[src/rtl/uart_tx_arbiter.sv]
// Round-robin arbiter that shares one UART transmitter among NUM_REQ byte streams.
// A grant is held for a whole packet. A requester that stalls mid-packet is released after GAP_TIMEOUT cycles.
module uart_tx_arbiter #(
   parameter int NUM_REQ     = 4,
   parameter int DATA_WIDTH  = 8,
   parameter int GAP_TIMEOUT = 1024
) (
   input  logic                          clk,
   input  logic                          rst,
   input  logic [NUM_REQ-1:0]            req_valid,
   input  logic [NUM_REQ*DATA_WIDTH-1:0] req_data,
   input  logic [NUM_REQ-1:0]            req_last,
   output logic [NUM_REQ-1:0]            req_ready,
   output logic                          tx_start,
   output logic [DATA_WIDTH-1:0]         tx_data,
   input  logic                          tx_busy,
   output logic [$clog2(NUM_REQ)-1:0]    grant_id,
   output logic                          grant_active,
   output logic                          abort
);

   localparam int GW = $clog2(NUM_REQ);
   localparam int CW = $clog2(GAP_TIMEOUT + 1);

   localparam logic [1:0] S_IDLE = 2'd0;
   localparam logic [1:0] S_SEND = 2'd1;
   localparam logic [1:0] S_HOLD = 2'd2;
   localparam logic [1:0] S_WAIT = 2'd3;

   logic [1:0]                            state;
   logic [GW-1:0]                         last_grant;
   logic [GW-1:0]                         pick_id;
   logic                                  pick_found;
   logic [CW-1:0]                         gap_cnt;
   logic [CW-1:0]                         gap_nxt;
   logic                                  last_q;
   logic                                  cur_valid;
   logic                                  xfer;
   logic [NUM_REQ-1:0][DATA_WIDTH-1:0]    req_bytes;

   assign req_bytes = req_data;
   assign cur_valid = req_valid[grant_id];
   assign xfer      = (state == S_SEND) && !tx_busy && cur_valid;
   assign gap_nxt   = (gap_cnt == CW'(GAP_TIMEOUT)) ? gap_cnt : gap_cnt + 1'b1;

   always_comb begin
      req_ready = '0;
      if (state == S_SEND && !tx_busy) req_ready[grant_id] = 1'b1;
   end

   // Scan starts one past the previous owner so every requester gets a turn.
   always_comb begin
      pick_found = 1'b0;
      pick_id    = last_grant;
      for (int k = 1; k <= NUM_REQ; k++) begin
         if (!pick_found && req_valid[(int'(last_grant) + k) % NUM_REQ]) begin
            pick_found = 1'b1;
            pick_id    = GW'((int'(last_grant) + k) % NUM_REQ);
         end
      end
   end

   always_ff @(posedge clk) begin
      if (rst) begin
         state        <= S_IDLE;
         last_grant   <= GW'(NUM_REQ - 1);
         grant_id     <= '0;
         grant_active <= 1'b0;
         gap_cnt      <= '0;
         last_q       <= 1'b0;
         tx_start     <= 1'b0;
         tx_data      <= '0;
         abort        <= 1'b0;
      end else begin
         tx_start <= 1'b0;
         abort    <= 1'b0;
         case (state)
            S_IDLE: begin
               if (pick_found) begin
                  grant_id     <= pick_id;
                  grant_active <= 1'b1;
                  gap_cnt      <= '0;
                  state        <= S_SEND;
               end
            end
            S_SEND: begin
               if (xfer) begin
                  tx_data  <= req_bytes[grant_id];
                  tx_start <= 1'b1;
                  last_q   <= req_last[grant_id];
                  gap_cnt  <= '0;
                  state    <= S_HOLD;
               end else if (!cur_valid) begin
                  gap_cnt <= gap_nxt;
                  if (gap_nxt == CW'(GAP_TIMEOUT)) begin
                     abort        <= 1'b1;
                     grant_active <= 1'b0;
                     last_grant   <= grant_id;
                     state        <= S_IDLE;
                  end
               end
            end
            // One dead cycle so the transmitter has time to raise tx_busy.
            S_HOLD: state <= S_WAIT;
            S_WAIT: begin
               if (!tx_busy) begin
                  if (last_q) begin
                     grant_active <= 1'b0;
                     last_grant   <= grant_id;
                     state        <= S_IDLE;
                  end else begin
                     gap_cnt <= '0;
                     state   <= S_SEND;
                  end
               end
            end
            default: begin
               grant_active <= 1'b0;
               state        <= S_IDLE;
            end
         endcase
      end
   end

endmodule

[config.mk]
export PLATFORM = sky130hd
export DESIGN_NAME = uart_tx_arbiter
export DESIGN_NICKNAME = d
export VERILOG_FILES = /design/src/rtl/uart_tx_arbiter.sv
export SDC_FILE = /design/constraint.sdc
export NUM_CORES = 1
export LEC_CHECK = 0
export ABC_AREA = 0
export BUFFER_PORTS_ARGS = -buffer_cell sky130_fd_sc_hd__buf_2
export CAP_MARGIN = 20
export CELL_PAD_IN_SITES_DETAIL_PLACEMENT = 1
export CELL_PAD_IN_SITES_GLOBAL_PLACEMENT = 1
export CORE_UTILIZATION = 39
export DETAILED_ROUTE_END_ITERATION = 8
export HOLD_SLACK_MARGIN = 0.02
export PLACE_DENSITY = 0.83
export SLEW_MARGIN = 25
export SYNTH_ARGS = -nofsm -noshare
export SYNTH_HDL_FRONTEND = slang
export SYNTH_SLANG_ARGS = --single-unit
[constraint.sdc]
create_clock -name clk -period 4.1 [get_ports clk]
set_input_delay 0.82 -clock clk [delete_from_list [all_inputs] [get_ports clk]]
set_output_delay 0.82 -clock clk [all_outputs]
set_load 0.02 [all_outputs]
==> results.ini, run 1 <==
[run_status]
status=complete, no violations

[logic_synthesis]
synth_edf_count=0
synth_fp_nets=273
synth_top_flop_cell=dfxtp_1
synth_cell_type_count=41
ys.warnings.count=0
ys_seq_area_share_pct=32.11
netlist_area_um2=1808
synth-seq-cells=29
synthArstFlopShare_pct=0
syn_area_per_cell_um2=7.930
synthCells=228

[worst_setup_path]
path_delay_family=simple AND/OR/NAND/NOR gates
crit_slowest_cell=nor4_1
endpoint_kind=flop
critPathRequiredTime_ns=4.27
crit_type=reg2reg
rr_startpoint=gap_cnt[0]
critical_path.startpoint=gap_cnt[0]
path_cells=ha_1, and4_1, a22oi_1, nor4_1, nand3_1, and3_1, a211o_1
cp-start-kind=flop
worstPathArrival_ns=2.83
r2r_slack_ns=1.44
path_buf_inv=0
cp_max_fo=6
critPathMaxStageDelay_ns=0.62

[detailed_routing]
drc=0
wirelength_um=5472
wl_per_cell_um=16.48
first_pass_iters=4
vias=1894
vias_per_cell=5.705
postRouteAntennaNets=0
drtIter0Drc=90

[clock_tree]
cts_resized=0
cts_hold_repair.buffers=0
post_cts.repair.setup_buffers=0
cts_tree=done
cts_sinks=29
clockRootBuffer=clkbuf_8
clk_latency_ns=0.28
cts_buffer_depth=2
numCtsBuffers=5
htreeDepth=2
path_clk_slew_ns=0.07

[cells_and_area]
final_nets=324
syn2layout_area_growth_pct=21.04
multiInputGateArea_um2=1135
n_antenna_cell=0
seqCellArea_um2=580.6
fill_cells=583
drive_gt1_share_pct=28.93
fin_area_um2=2188

[place]
pre_cts_slack_ns=1.383
gp_congestion=0.8633
place_area_um2=2106
numPortBuffers=59
hpwlAfterDp_um=4076

[pwr]
powerDensity_nw_per_um2=327.7
peakVddDrop_mv=0.2681
p_leak_nw=0.8762

[sta]
period_share_pct=64.98
hold_ws_ns=0.4542
drv_slew=0
hold_viol=0
finClkSkew_ns=0.006250
grt_setup_unrepaired=no
period_needed_ns=2.664
setup_viol=0
worst_slew_pin_slew_ns=0.7289
max_freq_ghz=0.3753
relSlewSlack_pct=50.96
setup_slack_ns=1.436
finalSetupTns_ns=0

[hold_path]
hold_class=reg2reg
hold_start=tx_data[6]

[grt]
grt.overflow.total=0
grt_first_pass_wirelength_um=9183
antenna_found_initial=0
grt_pass1_vias=1971
grt_max_degree=30
grt_usage_pct=23.88

[die]
start_util_pct=40.96
die_h_um=70.09
coreArea_um2=4414
dieArea_um2=4912
fp-row-count=24
ios=60
die_x_um=70.09

[run]
maxCapViolCount=0

-- synth_stat cells, types with 5 or more instances --
cell / count / area share (%)
nor2b_1: 5 / 1.7
a21oi_1: 29 / 8.0
mux4_2: 10 / 12
nor3_1: 9 / 2.5
nor2_1: 20 / 4.2
nand2_1: 31 / 6.4
inv_1: 6 / 1.2
nand2b_1: 6 / 2.1
or3_1: 5 / 1.7
o21ai_0: 13 / 3.6
clkbuf_1: 13 / 2.7
dfxtp_1: 29 / 32
-- state kept, by name, indices dropped and copies added, names as in the netlist, named ones only --
register      count
tx_start          1
abort             1
state             1
tx_data           8
gap_cnt          11
grant_id          2
last_q            1
last_grant        2
grant_active      1
-- logic make-up (layout without fill, tap and decap cells) --
kind of cell / Yosys count / count (layout) / synth area share, %
buffers and inverters: 22 / 74 / 5.121
adders and majority gates: 2 / 2 / 1.384
DFF: 29 / 29 / 32.11
muxes: 11 / 11 / 13.01
AOI/OAI and AO/OA: 61 / 61 / 19.93
and+or+nand+nor: 102 / 102 / 27.96
xor gates and xnor gates: 1 / 1 / 0.4845
-- metrics by stage --
step / power [mW] / cells / util [%]
floorplan: 0.4382 / 228 / -
finish: 0.7170 / 332 / 49.57
global route: 0.7550 / 332 / 49.57
CTS: 0.7211 / 332 / 49.57
detailed placement: 0.4940 / 324 / 47.70
global placement: 0.4887 / 324 / 47.70
-- area by class of cell --
class,instances,share of cell area [%]
Timing Repair Buffer,60,13.84
Inverter,6,1.029
Tap cell,52,2.973
Clock buffer,6,3.316
Sequential cell,29,26.53
Clock inverter,2,0.4574
Multi-Input combinational cell,177,51.86
-- cells in the final DEF, fill, tap and decap left out, drive strengths merged --
master / synthesis / final
nor4: 4 / 4
nand3: 4 / 4
nand2: 31 / 31
o22ai: 2 / 2
nor4b: 1 / 1
nand4: 4 / 4
o31a: 1 / 1
a21oi: 31 / 31
or3: 5 / 5
a211oi: 3 / 3
buf: 3 / 60
or4: 2 / 2
nor2: 20 / 20
o21bai: 1 / 1
a2bb2oi: 1 / 1
o21ai: 13 / 13
ha: 2 / 2
xnor2: 1 / 1
a211o: 2 / 2
nand2b: 6 / 6
and3: 4 / 4
o31ai: 1 / 1
or2: 2 / 2
a21o: 2 / 2
and2: 2 / 2
dfxtp: 29 / 29
inv: 6 / 6
a22oi: 1 / 1
nor2b: 5 / 5
a31oi: 2 / 2
mux2i: 1 / 1
a221oi: 1 / 1
nor3: 9 / 9
and4: 1 / 1
nand4b: 1 / 1
mux4: 10 / 10
nor3b: 1 / 1
clkbuf: 13 / 6
clkinv: 0 / 2
-- where the power goes --
part           leakage [nW]  internal [mW]  switching (mW)
registers             0.236          0.295          0.0169
clock network        0.0450          0.117           0.112
logic                 0.596         0.0771          0.0982
-- worst register-to-register path, stage by stage, from the launching register on --
cell     delay, ns
dfxtp_1       0.44
ha_1          0.31
and4_1        0.31
a22oi_1       0.11
nor4_1        0.62
nand3_1       0.24
and3_1        0.25
a211o_1       0.26
-- metal layers --
layer	GRT usage, %	routed length, µm	vias up
met4	9.111	120	0
met1	27.94	2353	909
met3	5.628	266	10
li1	-	-	927
met2	41.99	2731	48
met5	0	0	-
-- worst paths after layout --
path / end / depth (start not counted)
max reg2reg: last_grant[1] / 7
min reg2reg: tx_data[6] / 2
max: last_grant[1] / 7
min: tx_data[6] / 2
Power figures use the tool's default switching activity.
==> run 2, diff against run 1 <==
--- a/config.mk
+++ b/config.mk
@@ -10,10 +10,10 @@
 export CAP_MARGIN = 20
 export CELL_PAD_IN_SITES_DETAIL_PLACEMENT = 1
 export CELL_PAD_IN_SITES_GLOBAL_PLACEMENT = 1
-export CORE_UTILIZATION = 39
+export CORE_UTILIZATION = 32
 export DETAILED_ROUTE_END_ITERATION = 8
 export HOLD_SLACK_MARGIN = 0.02
-export PLACE_DENSITY = 0.83
+export PLACE_DENSITY = 0.73
 export SLEW_MARGIN = 25
 export SYNTH_ARGS = -nofsm -noshare
 export SYNTH_HDL_FRONTEND = slang
==> constraint.sdc (replaced) <==
create_clock -name clk -period 2.35 [get_ports clk]
set_input_delay 0.47 -clock clk [delete_from_list [all_inputs] [get_ports clk]]
set_output_delay 0.47 -clock clk [all_outputs]
set_load 0.02 [all_outputs]
==> results.ini, run 2 (synthesis results as in run 1) <==
[run_status]
status=complete, no violations  ; unchanged

[detailed_routing]
first_pass_iters=4  ; unchanged
drtIter0Drc=86  ; was 90
drc=0  ; unchanged
vias=1944  ; was 1894
wl_per_cell_um=15.46  ; was 16.48 µm
wirelength_um=5674  ; was 5472 µm
postRouteAntennaNets=0  ; unchanged
vias_per_cell=5.297  ; was 5.705

[cells_and_area]
n_antenna_cell=0  ; unchanged
drive_gt1_share_pct=33.22  ; was 28.93%
final_core_util_pct=42.94  ; was 49.57%
largest-register=gap_cnt  ; unchanged
largest_reg_flops=11  ; unchanged
layout_commonest_cell=buf_2  ; unchanged
final_cell_mix=buf_2, nand2_1, a21oi_1, dfxtp_1, nor2_1  ; unchanged
instances_no_fill=367  ; was 332
syn2layout_area_growth_pct=29.97  ; was 21.04%
top_regs=gap_cnt: 11 flops, tx_data: 8 flops  ; unchanged
fin_area_um2=2350  ; was 2188 µm²
final_nets=339  ; was 324

[pwr]
swShare_pct=30.52  ; was 31.74%
p_clk_share_pct=34.7  ; was 32.1%
peakVddDrop_mv=0.2720  ; was 0.2681 mV
p_leak_nw=0.9621  ; was 0.8762 nW
powerDensity_nw_per_um2=572.2  ; was 327.7 nW/µm²
intPower_uw=934.1  ; was 489.4 µW
pwr-share-seq_pct=39.6  ; was 43.5%
combPwrFrac_pct=25.8  ; was 24.5%
total_power_mw=1.344  ; was 717.0 µW
switching_power_uw=410.3  ; was 227.6 µW

[sta]
hold_viol=0  ; unchanged
worst_slew_pin_slew_ns=0.6899  ; was 0.7289 ns
setup_slack_ns=0.1869  ; was 1.436 ns
max_freq_ghz=0.4623  ; was 0.3753 GHz
drv_slew=0  ; unchanged
setup_viol=0  ; unchanged
period_needed_ns=2.163  ; was 2.664 ns
finalSetupTns_ns=0  ; unchanged
grt_setup_unrepaired=no  ; unchanged
finClkSkew_ns=0.003906  ; was 0.006250 ns
relSlewSlack_pct=53.66  ; was 50.96%
period_share_pct=92.05  ; was 64.98%
hold_ws_ns=0.4519  ; was 0.4542 ns

[worst_setup_path]
r2r_end=last_grant[0]  ; was last_grant[1]
reg2reg_depth=9  ; was 7
r2r_slack_ns=0.19  ; was 1.44 ns
rr_startpoint=gap_cnt[1]  ; was gap_cnt[0]
cp_max_fo=5  ; was 6
crit_type=reg2reg  ; unchanged
cp-start-kind=flop  ; unchanged
crit_path_end=last_grant[0]  ; was last_grant[1]
worstPathArrival_ns=2.34  ; was 2.83 ns
critPathRequiredTime_ns=2.53  ; was 4.27 ns
critical_path.startpoint=gap_cnt[1]  ; was gap_cnt[0]
endpoint_kind=flop  ; unchanged

[place]
gp_congestion=0.8589  ; was 0.8633
dp.cells=359  ; was 324
hpwlAfterDp_um=4424  ; was 4076 µm
place_area_um2=2243  ; was 2106 µm²
numPortBuffers=59  ; unchanged
pre_cts_slack_ns=0.06459  ; was 1.383 ns

[run]
maxCapViolCount=0  ; unchanged

[grt]
grt_max_degree=30  ; unchanged
grt_pass1_vias=2035  ; was 1971
grt_usage_pct=20.65  ; was 23.88%
grt.overflow.total=0  ; unchanged
antenna_found_initial=0  ; unchanged
grt_first_pass_wirelength_um=9680  ; was 9183 µm

[clock_tree]
cts_tree=done  ; unchanged
htreeDepth=2  ; unchanged
cts_sinks=29  ; unchanged
clockRootBuffer=clkbuf_8  ; unchanged
cts_buffer_depth=2  ; unchanged
post_cts.repair.setup_buffers=0  ; unchanged
clk_latency_ns=0.29  ; was 0.28 ns
numCtsBuffers=5  ; unchanged
path_clk_slew_ns=0.07  ; about the same

[die]
ios=60  ; unchanged
die_h_um=77.17  ; was 70.09 µm
dieArea_um2=5954  ; was 4912 µm²
die_x_um=77.17  ; was 70.09 µm
start_util_pct=33.04  ; was 40.96%
fp-row-count=27  ; was 24
coreArea_um2=5473  ; was 4414 µm²

[hold_path]
hold_start=tx_data[5]  ; was tx_data[6]
hold_class=reg2reg  ; unchanged

## run 2: cell types whose count changed in the layout (fill, tap and decap cells not counted)
cell,before,now
clkbuf_1,1,0
clkinv_2,2,1
a211oi_1,3,2
clkbuf_8,5,7
buf_4,1,16
a211oi_2,0,1
## run 2: worst min path at each step
stage / slack (ns) / endpoint / cells after the start
2_1_floorplan: 0.47 / last_q / 2
6_report: 0.45 / tx_data[5] / 2
3_5_place_dp: 0.45 / tx_data[5] / 2
4_1_cts: 0.46 / tx_data[4] / 2
5_1_grt: 0.48 / tx_data[5] / 2
3_3_place_gp: 0.44 / tx_data[5] / 2
## run 2: final cells by class
| class | count | area, µm² |
|---|---|---|
| Timing Repair Buffer | 75 | 415.4 |
| Clock inverter | 1 | 5.005 |
| Sequential cell | 29 | 580.6 |
| Multi-Input combinational cell | 177 | 1140 |
| Inverter | 6 | 22.52 |
| Fill cell | 719 | 3123 |
| Tap cell | 72 | 90.09 |
| Clock buffer | 7 | 96.34 |
## run 2: power by group through the flow
stage	logic [mW]	registers (mW)	clock network, mW
2_1_floorplan	0.205	0.559	0
3_3_place_gp	0.342	0.542	0
3_5_place_dp	0.350	0.543	0
4_1_cts	0.352	0.532	0.480
5_1_grt	0.382	0.535	0.507
6_report	0.347	0.532	0.466
## run 2: routing by layer
| layer | wire length, µm | up-vias | GRT usage [%] |
|---|---|---|---|
| li1 | - | 956 | - |
| met1 | 2510 | 934 | 24.45 |
| met2 | 2848 | 45 | 35.40 |
| met3 | 226 | 9 | 4.881 |
| met4 | 88 | 0 | 8.679 |
| met5 | 0 | - | 0 |
## run 2: worst max-delay path: stages, from the launching register on
cell,delay (ns)
dfxtp_1,0.40
ha_1,0.19
and4_1,0.23
buf_4,0.13
a22oi_1,0.07
nor4_1,0.29
buf_4,0.19
nand3_1,0.09
and3_1,0.21
a211o_1,0.25
## run 2: what timing repair did
action	in CTS	in global routing
endpoints found under the setup margin	0	2
gates resized for setup	0	1
hold buffers	0	0
==> run 3, diff against run 2 <==
--- a/config.mk
+++ b/config.mk
@@ -14,6 +14,7 @@
 export DETAILED_ROUTE_END_ITERATION = 8
 export HOLD_SLACK_MARGIN = 0.02
 export PLACE_DENSITY = 0.73
+export RECOVER_POWER = 100
 export SLEW_MARGIN = 25
 export SYNTH_ARGS = -nofsm -noshare
 export SYNTH_HDL_FRONTEND = slang
==> results.ini, run 3 (synthesis results as in run 1) <==
[hold_path]
hold_class=reg2reg  ; unchanged
hold_path_depth=2  ; unchanged
hold_start=tx_data[5]  ; unchanged

[sta]
finalSetupTns_ns=0  ; unchanged
grt_setup_unrepaired=no  ; unchanged
drv_slew=0  ; unchanged
relSlewSlack_pct=41.54  ; was 53.66%
setup_viol=0  ; unchanged
finClkSkew_ns=0.004223  ; was 0.003906 ns
hold_viol=0  ; unchanged
worst_slew_pin_slew_ns=0.8768  ; was 0.6899 ns
period_share_pct=93.82  ; was 92.05%
max_freq_ghz=0.4536  ; was 0.4623 GHz
period_needed_ns=2.205  ; was 2.163 ns

[worst_setup_path]
crit_slowest_cell=clkbuf_1  ; was dfxtp_1
rr_startpoint=gap_cnt[1]  ; unchanged
critical_path.startpoint=grant_id[1]  ; was gap_cnt[1]
cp_max_fo=16  ; was 5
endpoint_kind=output pin  ; was flop
reg2reg_depth=9  ; unchanged
path_cells=clkbuf_1, and3_1, clkbuf_2  ; was ha_1, and4_1, buf_4, a22oi_1, nor4_1, buf_4, nand3_1, and3_1, a211o_1
cp-start-kind=flop  ; unchanged
crit_type=reg2out  ; was reg2reg
critPathRequiredTime_ns=1.88  ; was 2.53 ns
worstPathArrival_ns=1.73  ; was 2.34 ns
critPathMaxStageDelay_ns=0.67  ; was 0.40 ns

[cells_and_area]
top_regs=gap_cnt: 11 flops, tx_data: 8 flops  ; unchanged
fill_cells=728  ; was 719
layout_commonest_cell=buf_2  ; unchanged
final_nets=339  ; unchanged
n_antenna_cell=0  ; unchanged
syn2layout_area_growth_pct=28.24  ; was 29.97%
largest_reg_flops=11  ; unchanged
final_cell_mix=buf_2, nand2_1, a21oi_1  ; was buf_2, nand2_1, a21oi_1, dfxtp_1, nor2_1
drive_gt1_share_pct=28.14  ; was 33.22%
largest-register=gap_cnt  ; unchanged

[pwr]
total_power_mw=1.336  ; was 1.344 mW
peakVddDrop_mv=0.2691  ; was 0.2720 mV
powerDensity_nw_per_um2=576.3  ; was 572.2 nW/µm²
p_leak_nw=0.9039  ; was 0.9621 nW

[die]
coreArea_um2=5473  ; unchanged
fp-row-count=27  ; unchanged
dieArea_um2=5954  ; unchanged
die_h_um=77.17  ; unchanged
start_util_pct=33.04  ; unchanged
ios=60  ; unchanged
die_x_um=77.17  ; unchanged

[detailed_routing]
postRouteAntennaNets=0  ; unchanged
drtIter0Drc=92  ; was 86
drc=0  ; unchanged
first_pass_iters=4  ; unchanged
wirelength_um=5720  ; was 5674 µm
vias_per_cell=5.283  ; was 5.297
wl_per_cell_um=15.59  ; was 15.46 µm
vias=1939  ; was 1944

[place]
hpwlAfterDp_um=4424  ; unchanged
gp_congestion=0.8589  ; unchanged
numPortBuffers=59  ; unchanged

[clock_tree]
cts_buffer_depth=2  ; unchanged
clk_latency_ns=0.29  ; about the same
cts_tree=done  ; unchanged
numCtsBuffers=5  ; unchanged
path_clk_slew_ns=0.07  ; about the same
cts_sinks=29  ; unchanged
cts_hold_repair.buffers=0  ; unchanged
htreeDepth=2  ; unchanged
clockRootBuffer=clkbuf_8  ; unchanged
post_cts.repair.setup_buffers=0  ; unchanged

[grt]
grt_pass1_vias=2035  ; unchanged
grt_first_pass_wirelength_um=9680  ; unchanged
grt_max_degree=30  ; unchanged
grt.overflow.total=0  ; unchanged
grt_usage_pct=20.65  ; unchanged
antenna_found_initial=0  ; unchanged

[run_status]
status=complete, no violations  ; unchanged

[run]
maxCapViolCount=0  ; unchanged

[run 3: cell count changes in the layout (fill, tap and decap cells not counted), moves of 3 or more]
cell	previous run	this run
buf_2	59	44
buf_4	16	13
clkbuf_2	0	5
clkbuf_1	0	13
[run 3: path summary, 6_finish.rpt]
check,slack [ns],end
setup / recovery,0.15,req_ready[3]
hold / removal,0.45,tx_data[5]
setup reg to reg,0.17,last_grant[0]
hold reg to reg,0.45,tx_data[5]
[run 3: layer usage]
metal	GRT usage [%]	part of all wire, %	up-vias
li1	-	-	960
met1	24.45	46	925
met2	35.40	49	43
met3	4.881	3.5	11
met4	8.679	1.7	0
met5	0	0	-
[run 3: power breakdown]
group	switching (mW)	internal [mW]	total (mW)
Sequential	0.0178	0.514	0.532
Combinational	0.192	0.146	0.338
Clock	0.202	0.264	0.466
[run 3: repair_timing]
item,CTS,global route
endpoints found under the setup margin,0,2
hold endpoints to repair,0,0
resized for setup,0,1
[run 3: through the flow]
stage / cells / util, % / setup WS (ns) / area, µm² / hold WS [ns]
4_1_cts: 367 / 42.84 / 0.1195 / 2345 / 0.4571
6_report: 367 / 42.36 / 0.1453 / 2318 / 0.4541
3_3_place_gp: 359 / 40.99 / 0.1439 / 2243 / 0.4406
5_1_grt: 367 / 42.36 / 0.02828 / 2318 / 0.4812
3_5_place_dp: 359 / 40.99 / 0.06459 / 2243 / 0.4476
2_1_floorplan: 228 / - / 0.1145 / 1808 / 0.4735
[run 3: final cells by class]
type                    count  area, µm²  area share [%]
clock buffers               7      96.34           4.155
clock inverters             1      5.005          0.2159
inverters                   6      22.52          0.9714
multi-input cells         177       1132           48.84
flip-flops and latches     29      580.6           25.04
well taps                  72      90.09           3.886
repair buffers             75      391.6           16.89
[run 3: worst max-delay path, delay by kind of cell (launching register included)]
kind | cells | cell delay (ns)
DFF | 1 | 0.34
and+or+nand+nor | 1 | 0.27
buffers and inverters | 2 | 0.83
